## src/rtl/paddle_pkg.sv

```systemverilog
// Shared paddle definitions: speed width, direction/source codes,
// button FSM states, playfield bounds and the saturating speed adder.
package paddle_pkg;

  localparam int SPEED_W = 5;

  localparam logic DIR_LEFT  = 1'b0;
  localparam logic DIR_RIGHT = 1'b1;

  localparam logic SRC_KNOB = 1'b0;
  localparam logic SRC_BTN  = 1'b1;

  localparam int LEFT = 8;
  localparam int MAXX = 600;

  typedef enum logic [1:0] {
    B_IDLE   = 2'd0,
    B_DELAY  = 2'd1,
    B_REPEAT = 2'd2
  } btn_state_t;

  // 6-bit sum so the step can never wrap past the ceiling.
  function automatic logic [SPEED_W-1:0] speed_add(
    input logic [SPEED_W-1:0] cur,
    input logic [SPEED_W-1:0] step,
    input logic [SPEED_W-1:0] max
  );
    logic [SPEED_W:0] sum;
    sum = {1'b0, cur} + {1'b0, step};
    if (sum > {1'b0, max}) begin
      return max;
    end
    return sum[SPEED_W-1:0];
  endfunction

endpackage

```

## src/rtl/paddle_autorepeat.sv

```systemverilog
// Button auto-repeat FSM: one request on press, one after REPEAT_DELAY,
// then one every REPEAT_PERIOD while the same single button stays held.
// Ports: clock, reset (sync, high), enable, btn_left, btn_right -> req, req_right.
module paddle_autorepeat
  import paddle_pkg::*;
#(
  parameter int REPEAT_DELAY  = 250000,
  parameter int REPEAT_PERIOD = 100000
) (
  input  logic clock,
  input  logic reset,
  input  logic enable,
  input  logic btn_left,
  input  logic btn_right,
  output logic req,
  output logic req_right
);

  localparam int CNT_MAX = (REPEAT_DELAY > REPEAT_PERIOD) ?
                           REPEAT_DELAY : REPEAT_PERIOD;
  localparam int CNT_W = $clog2(CNT_MAX + 1);
  localparam logic [CNT_W-1:0] DELAY_END  = CNT_W'(REPEAT_DELAY - 1);
  localparam logic [CNT_W-1:0] PERIOD_END = CNT_W'(REPEAT_PERIOD - 1);

  btn_state_t state;
  btn_state_t state_nxt;
  logic dir;
  logic dir_nxt;
  logic [CNT_W-1:0] cnt;
  logic [CNT_W-1:0] cnt_nxt;
  logic [CNT_W-1:0] cnt_end;
  logic press;

  // Both buttons or neither is treated as no press.
  assign press = btn_left ^ btn_right;

  always_ff @(posedge clock) begin
    if (reset) begin
      state <= B_IDLE;
      dir   <= DIR_LEFT;
      cnt   <= '0;
    end else begin
      state <= state_nxt;
      dir   <= dir_nxt;
      cnt   <= cnt_nxt;
    end
  end

  always_comb begin
    state_nxt = state;
    dir_nxt   = dir;
    cnt_nxt   = cnt;
    req       = 1'b0;
    req_right = dir;
    cnt_end   = (state == B_DELAY) ? DELAY_END : PERIOD_END;
    if (!enable) begin
      state_nxt = B_IDLE;
      cnt_nxt   = '0;
    end else begin
      unique case (state)
        B_IDLE: begin
          if (press) begin
            state_nxt = B_DELAY;
            dir_nxt   = btn_right;
            cnt_nxt   = '0;
            req       = 1'b1;
            req_right = btn_right;
          end
        end
        B_DELAY, B_REPEAT: begin
          // A swap drops to idle; the new button re-presses next cycle.
          if (!press || (btn_right != dir)) begin
            state_nxt = B_IDLE;
            cnt_nxt   = '0;
          end else if (cnt == cnt_end) begin
            state_nxt = B_REPEAT;
            cnt_nxt   = '0;
            req       = 1'b1;
          end else begin
            cnt_nxt = cnt + 1'b1;
          end
        end
        default: begin
          state_nxt = B_IDLE;
          cnt_nxt   = '0;
        end
      endcase
    end
  end

endmodule

```

## src/rtl/paddle_move_scheduler.sv

```systemverilog
// Arbitrates rotary pulses and button auto-repeat onto one move strobe
// with speed acceleration (PADDLE_MOVE_ACCEL_EN; constant speed otherwise).
// Ports: clock, reset (sync, high), enable, rot_event, rot_right,
// btn_left, btn_right -> move_event, move_right, speed[4:0], move_src.
module paddle_move_scheduler
  import paddle_pkg::*;
#(
  parameter int REPEAT_DELAY  = 250000,
  parameter int REPEAT_PERIOD = 100000,
  parameter int ACCEL_WIN     = 500000,
  parameter int SPEED_MIN     = 2,
  parameter int SPEED_STEP    = 2,
  parameter int SPEED_MAX     = 16
) (
  input  logic               clock,
  input  logic               reset,
  input  logic               enable,
  input  logic               rot_event,
  input  logic               rot_right,
  input  logic               btn_left,
  input  logic               btn_right,
  output logic               move_event,
  output logic               move_right,
  output logic [SPEED_W-1:0] speed,
  output logic               move_src
);

  if (SPEED_MAX > 31 || SPEED_MIN > SPEED_MAX ||
      SPEED_STEP < 1 || ACCEL_WIN < 1) begin : g_cfg_bad
    $error("paddle_move_scheduler: bad speed/accel configuration");
  end

  localparam logic [SPEED_W-1:0] S_MIN = SPEED_W'(SPEED_MIN);

  logic req;
  logic req_right;
  logic pending;
  logic pend_right;
  logic pend_live;
  logic btn_avail;
  logic btn_dir;
  logic issue;
  logic issue_right;
  logic issue_src;
  logic pending_nxt;
  logic pend_right_nxt;
  logic [SPEED_W-1:0] speed_nxt;

  paddle_autorepeat #(
    .REPEAT_DELAY  (REPEAT_DELAY),
    .REPEAT_PERIOD (REPEAT_PERIOD)
  ) u_autorepeat (
    .clock     (clock),
    .reset     (reset),
    .enable    (enable),
    .btn_left  (btn_left),
    .btn_right (btn_right),
    .req       (req),
    .req_right (req_right)
  );

  // A held-back button move dies on release or direction change.
  assign pend_live = pending && (btn_left ^ btn_right) &&
                     (btn_right == pend_right);

  always_comb begin
    btn_avail      = pend_live | req;
    btn_dir        = pend_live ? pend_right : req_right;
    issue          = 1'b0;
    issue_right    = move_right;
    issue_src      = move_src;
    pending_nxt    = 1'b0;
    pend_right_nxt = pend_right;
    priority case (1'b1)
      rot_event: begin
        issue          = 1'b1;
        issue_right    = rot_right;
        issue_src      = SRC_KNOB;
        pending_nxt    = btn_avail;
        pend_right_nxt = btn_dir;
      end
      btn_avail: begin
        issue       = 1'b1;
        issue_right = btn_dir;
        issue_src   = SRC_BTN;
      end
      default: ;
    endcase
  end

`ifdef PADDLE_MOVE_ACCEL_EN
  localparam int GAP_W = $clog2(ACCEL_WIN + 1);
  localparam logic [GAP_W-1:0]   GAP_SAT = GAP_W'(ACCEL_WIN);
  localparam logic [SPEED_W-1:0] S_STEP  = SPEED_W'(SPEED_STEP);
  localparam logic [SPEED_W-1:0] S_MAX   = SPEED_W'(SPEED_MAX);

  logic [GAP_W-1:0] gap;
  logic last_ok;

  // last_ok separates "no previous move" from a genuine short gap.
  always_ff @(posedge clock) begin
    if (reset || !enable) begin
      gap     <= '0;
      last_ok <= 1'b0;
    end else if (issue) begin
      gap     <= '0;
      last_ok <= 1'b1;
    end else if (gap != GAP_SAT) begin
      gap <= gap + 1'b1;
    end
  end

  assign speed_nxt = (last_ok && (issue_right == move_right) &&
                      (gap < GAP_SAT)) ?
                     speed_add(speed, S_STEP, S_MAX) : S_MIN;
`else
  assign speed_nxt = S_MIN;
`endif

  always_ff @(posedge clock) begin
    if (reset) begin
      move_event <= 1'b0;
      move_right <= DIR_LEFT;
      speed      <= S_MIN;
      move_src   <= SRC_KNOB;
      pending    <= 1'b0;
      pend_right <= DIR_LEFT;
    end else if (!enable) begin
      move_event <= 1'b0;
      speed      <= S_MIN;
      pending    <= 1'b0;
    end else begin
      move_event <= issue;
      pending    <= pending_nxt;
      pend_right <= pend_right_nxt;
      if (issue) begin
        move_right <= issue_right;
        speed      <= speed_nxt;
        move_src   <= issue_src;
      end
    end
  end

endmodule

```

## config.mk

```make
export PLATFORM = sky130hd
export DESIGN_NAME = paddle_move_scheduler
export DESIGN_NICKNAME = d
export VERILOG_FILES = /design/src/rtl/paddle_pkg.sv /design/src/rtl/paddle_autorepeat.sv /design/src/rtl/paddle_move_scheduler.sv
export SDC_FILE = /design/constraint.sdc
export NUM_CORES = 1
export LEC_CHECK = 0
export CORE_ASPECT_RATIO = 0.9
export CORE_MARGIN = 2
export CORE_UTILIZATION = 55
export DETAILED_ROUTE_END_ITERATION = 16
export PLACE_DENSITY = 0.88
export SETUP_SLACK_MARGIN = 0.4
export SLEW_MARGIN = 20
export SYNTH_ARGS = -nofsm -noshare
export SYNTH_HDL_FRONTEND = slang
export SYNTH_HIERARCHICAL = 1
export SYNTH_SLANG_ARGS = --single-unit
```

## constraint.sdc

```tcl
create_clock -name clock -period 6.2 [get_ports clock]
set_clock_uncertainty 0.1 [all_clocks]
set_input_delay 1.55 -clock clock [delete_from_list [all_inputs] [get_ports clock]]
set_output_delay 1.55 -clock clock [all_outputs]
set_load 0.005 [all_outputs]
```

Word-level counts from Yosys, hierarchy flattened
Cells that the tools add are included.
W data, S select, Z words.
{"block": "totals", "reg_bits": 26, "inputBits": 7, "out_inout_bits": 8}
{"block": "classes", "add_sub_neg": 1, "eq_ne": 7, "n_mux": 23, "bitwise": 4, "reduce_logical": 12}
{"operator": "$mux W18", "count": 4}
{"operator": "$pmux W18 S2", "count": 1}
{"operator": "$add A18 B1 Y18 const B", "count": 1}
{"operator": "$eq A18 B18 Y1", "count": 1}
{"operator": "$mux W1", "count": 13}
{"operator": "$mux W2", "count": 3}
{"operator": "$pmux W2 S2", "count": 1}
{"operator": "$reduce_and A2 Y1", "count": 2}
{"operator": "$reduce_or A2 Y1", "count": 2}
{"operator": "$ne A3 B1 Y1 const B", "count": 1}
{"operator": "$reduce_and A3 Y1", "count": 1}
{"operator": "$reduce_or A3 Y1", "count": 1}
{"operator": "$eq A2 B1 Y1 const B", "count": 1}
{"operator": "$eq A2 B2 Y1 const B", "count": 1}
{"operator": "$logic_and A1 B1 Y1", "count": 2}
{"operator": "$logic_not A2 Y1", "count": 1}
{"operator": "$ne A2 B1 Y1 const B", "count": 1}
{"operator": "$not A1 Y1", "count": 2}
{"operator": "$pmux W1 S2", "count": 1}
{"operator": "$reduce_bool A2 Y1", "count": 1}
{"operator": "$eq A1 B1 Y1", "count": 1}
{"operator": "$logic_not A1 Y1", "count": 1}
{"operator": "$logic_or A1 B1 Y1", "count": 1}
{"operator": "$ne A1 B1 Y1", "count": 1}
{"operator": "other kinds (2)", "count": 2}

Depth between registers and ports, before layout
{"block": "logic_depth", "word_depth": 11, "ltp_mapped": 10, "ltp_nobuf": 10}

Modules after synthesis
The synthesis kept the hierarchy.
{"module": "paddle_autorepeat", "n_inst": 1, "cells_each": 137, "area_each_um2": 1171.1}
{"module": "paddle_move_scheduler", "n_inst": 1, "cells_each": 34, "area_each_um2": 301.5}

Worst setup path after synthesis
No wires, ideal clock.
{"block": "synth_path", "path_kind": "input-to-reg", "start": "input btn_right", "end": "register move_right", "setup_time_ns": 0.067, "t_arrival_ns": 2.840, "required_ns": 6.033, "slack_ns": 3.193, "path_stages": 7, "n_path_buf": 0, "path_cell_list": "and3b_1 > o21a_1 > a22oi_1 > nor3b_1 > a311o_1 > o32a_1 > o21ai_2"}
{"block": "synth_via", "elab_chain_len": 10}
{"element": "start, declared", "line_no": "paddle_move_scheduler.sv:21", "rtl": "input logic btn_right,"}
{"element": "$xor A1 B1 Y1", "line_no": "paddle_autorepeat.sv:35", "rtl": "assign press = btn_left ^ btn_right;"}
{"element": "$logic_not A1 Y1", "line_no": "paddle_autorepeat.sv:72", "rtl": "if (!press || (btn_right != dir)) begin"}
{"element": "$logic_or A1 B1 Y1", "line_no": "paddle_autorepeat.sv:72"}
{"element": "$mux W1", "line_no": "paddle_autorepeat.sv:72"}
{"element": "$pmux W1 S2 (*)", "line_no": "paddle_autorepeat.sv:60", "rtl": "unique case (state)"}
{"element": "$mux W1 (*)", "line_no": "paddle_autorepeat.sv:56", "rtl": "if (!enable) begin"}
{"element": "named net req", "line_no": "paddle_move_scheduler.sv:35", "rtl": "logic req;"}
{"element": "$or A1 B1 Y1 (*)", "line_no": "paddle_move_scheduler.sv:67", "rtl": "btn_avail = pend_live | req;"}
{"element": "$mux W1 (2 in series)", "line_no": "paddle_move_scheduler.sv:74", "rtl": "priority case (1'b1)"}
{"element": "$reduce_and A3 Y1 (no source line) (*)"}
{"element": "end signal, assigned", "line_no": "paddle_move_scheduler.sv:137", "rtl": "move_right <= issue_right;"}
{"element": "end, declared", "line_no": "paddle_move_scheduler.sv:23", "rtl": "output logic move_right,"}
Mark *: on every way through the listed nets, which the timed path passes. The rest lies on a longest branch. The select of a mux whose other input is x is not followed.
A chain may end at the register's enable or synchronous reset.

Final worst setup path
{"block": "layout_path", "start": "input btn_left", "end": "register move_right"}
{"block": "layout_via", "elab_chain_len": 10}
{"element": "start, declared", "line_no": "paddle_move_scheduler.sv:20", "rtl": "input logic btn_left,"}
{"element": "$xor A1 B1 Y1 (*)", "line_no": "paddle_autorepeat.sv:35"}
{"element": "$logic_not A1 Y1", "line_no": "paddle_autorepeat.sv:72"}
{"element": "$logic_or A1 B1 Y1", "line_no": "paddle_autorepeat.sv:72"}
{"element": "$mux W1", "line_no": "paddle_autorepeat.sv:72"}
{"element": "$pmux W1 S2 (*)", "line_no": "paddle_autorepeat.sv:60"}
{"element": "$mux W1 (*)", "line_no": "paddle_autorepeat.sv:56"}
{"element": "named net req", "line_no": "paddle_move_scheduler.sv:35"}
{"element": "$or A1 B1 Y1 (*)", "line_no": "paddle_move_scheduler.sv:67"}
{"element": "$mux W1 (2 in series)", "line_no": "paddle_move_scheduler.sv:74"}
{"element": "$reduce_and A3 Y1 (no source line) (*)"}
Marks and branches as above.

==> results.md <==
* Largest net degree at the start of global routing at 16
* Pins Over Slew Limit at 0
* CP Launch Type: input pin
* Min cycle time layout at 3.49 ns
* Area Growth Syn to Fin at 7.90%
* Worst-case clock buffer depth at 2
* Count of final hold-check violations at 0
* Inserted Diodes at 0
* HPWL after DPL at 2.18 mm
* TritonCTS Buffers at 3
* CP arrival at 3.66 ns
* Pwr Density at 186 nW/um2
* Worst relative slew slack at 58.8%
* Residual DRC at 0
* CTS resizes at 0
* Starting DRC count in detailed routing at 66
* Dominant synthesized flop cell: dfxtp_1
* Worst VDD drop at 0.149 mV
* DR WL/cell at 14.3 um
* RSZ-0062 raised after global routing: false
* Die width at 58.5 um
* Fin Setup TNS at 0 ns
* Critical path class: input pin to register
* Leak Pwr at 0.543 nW
* Port Buf Inserts at 9
* Final setup viols at 0
* Die H at 53.1 um
* Reg clk slew, reported paths at 0.14 ns
* Fmax at 0.287 GHz
* Initial Util at 59.2%
* Sequential area share after synthesis at 35.3%
* Filler cell count at 210
* Hold_buf cts at 0
* ANT nets after route at 0
* Number of global-route vias before repair at 1197
* # Post-CTS Setup Buffers at 0
* Gate count of the mapped netlist at 171
* Vias at 1223
* CP required at 6.37 ns
* Clk sinks at 26
* Reg area at 520 um2
* Least-Margin Pin Slew at 0.612 ns
* Netlist Area Pre-Place at 1470 um2
* Fin crit share at 56.3%
* Layout cells sized above 1 at 8.38%
* GP Congestion at 0.808
* Mean area per synthesized cell at 8.61 um2
* Post-synth EDFFs at 0
* Row count at 17
* Post-route cell area at 1590 um2
* Area after DPL at 1550 um2
* IO Count at 15
* Flop and latch count out of synthesis at 26
* Multi-input gate area in the final layout at 892 um2
* Die footprint at 3110 um2
* Drt pass-1 iters at 4
* CTS tree: done
* Initial antenna violation count at 0
* Core box area at 2490 um2
* Ys async rst share at 0%
* CTS Root Cell: clkbuf_4
* Vias/cell at 5.91
* GRT Total Usage at 21.6%
* MaxCap Viol Count at 0
* Setup crit end kind: register
* Final WL at 2.96 mm
* Clk_lat worst skew at 0.32 ns
* Outcome: finished clean
* CP max FO at 9
* H-tree depth at 1
* Yosys warns at 6
* Distinct cells, synth at 52
* Final nets at 191
* First-pass GRT wire length at 5.08 mm
* Class of the worst hold path: register to register
* Grt total ovfl at 0
-- cell usage after synthesis, types with 2 or more instances --
library cell | n | area share [%]
buf_4 | 5 | 2.5
nor2b_1 | 5 | 2.1
nor3b_1 | 2 | 1.0
o21a_1 | 2 | 1.0
xnor2_1 | 3 | 1.8
o21ai_0 | 5 | 1.7
conb_1 | 2 | 0.51
nand3b_1 | 2 | 1.0
nand4_1 | 5 | 2.1
nor3_1 | 3 | 1.0
nor2_1 | 20 | 5.1
inv_1 | 4 | 1.0
ha_1 | 4 | 3.4
dfxtp_1 | 26 | 35
a21oi_1 | 7 | 2.4
nand3_1 | 8 | 2.7
and3_2 | 2 | 1.0
xor2_1 | 13 | 7.7
a31oi_1 | 3 | 1.3
nand2_1 | 17 | 4.3
clkbuf_1 | 2 | 0.51
-- registers in the layout (all words and copies together) (netlist names) --
signal / flops
move_event: 1
move_right: 1
move_src: 1
pend_right: 1
pending: 1
u_autorepeat/cnt: 18
u_autorepeat/dir: 1
u_autorepeat/state: 2
-- layer usage --
metal / vias up / track usage [%] / wire length, um
met1: 558 / 25.0 / 1290
met2: 45 / 38.8 / 1460
met5: - / 0 / 0
li1: 611 / - / -
met4: 0 / 7.36 / 44
met3: 9 / 5.38 / 165
-- per-stage QoR --
stage | total power [mW] | std cells | util (%) | hold WS, ns | setup slack (ns)
final | 0.296 | 207 | 63.9 | 0.416 | 2.71
after global routing | 0.310 | 207 | 63.9 | 0.432 | 2.57
after floorplan | 0.201 | 174 | - | 0.362 | 3.19
after detailed placement | 0.213 | 203 | 62.4 | 0.397 | 2.39
after global placement | 0.210 | 203 | 62.4 | 0.379 | 2.48
after CTS | 0.299 | 207 | 63.9 | 0.415 | 2.72
-- where the power goes --
group | leakage [nW] | switching [mW] | total, mW | internal (mW)
logic | 0.312 | 0.0221 | 0.0381 | 0.0160
registers | 0.210 | 0.00220 | 0.172 | 0.170
clock network | 0.0210 | 0.0505 | 0.0865 | 0.0360
total | 0.543 | 0.0748 | 0.296 | 0.222
-- critical path, cell delays in order --
cell and delay (ns):
clkdlybuf4s50_1 0.66, and3b_1 0.23, o21a_1 0.25, a22oi_1 0.16, nor3b_1 0.07, a311o_1 0.33, o32a_1 0.35, o21ai_2 0.05
-- cell families (layout without fill, tap and decap cells) --
family	after synthesis	count (layout)	synth area share, %
AOI/OAI and AO/OA	31	31	16.7
xor gates and xnor gates	16	16	9.52
adders and majority gates	4	4	3.40
buffers and inverters	12	17	4.84
DFF	26	26	35.3
muxes	1	1	0.680
other	2	5	0.510
and+or+nand+nor	79	79	29.0
-- final timing paths --
path                                            start                   to  slack [ns]  cells past startpoint
worst max-delay path                         btn_left           move_right        2.71                      8
worst min-delay path              u_autorepeat/cnt[0]  u_autorepeat/cnt[0]        0.42                      2
worst min register to register    u_autorepeat/cnt[0]  u_autorepeat/cnt[0]        0.42                      2
worst max register to register  u_autorepeat/state[1]             move_src        3.88                      9
-- cell type report --
| class | count | area share (%) |
|---|---|---|
| clock buffer | 4 | 2.28 |
| inverter | 4 | 0.945 |
| multi-input combinational | 136 | 56.1 |
| sequential | 26 | 32.8 |
| tap | 28 | 2.20 |
| timing repair buffer | 9 | 5.67 |
-- layout by cell type, fill, tap and decap left out, types with 2 or more instances in the layout --
cell type	count
a21oi_1	7
a31oi_1	3
and3_2	2
clkbuf_4	3
clkdlybuf4s50_1	9
conb_1	5
dfxtp_1	26
ha_1	4
inv_1	4
nand2_1	17
nand3_1	8
nand3b_1	2
nand4_1	5
nor2_1	20
nor2b_1	5
nor3_1	3
nor3b_1	2
o21a_1	2
o21ai_0	5
xnor2_1	3
xor2_1	13
Power figures use the tool's default switching activity.
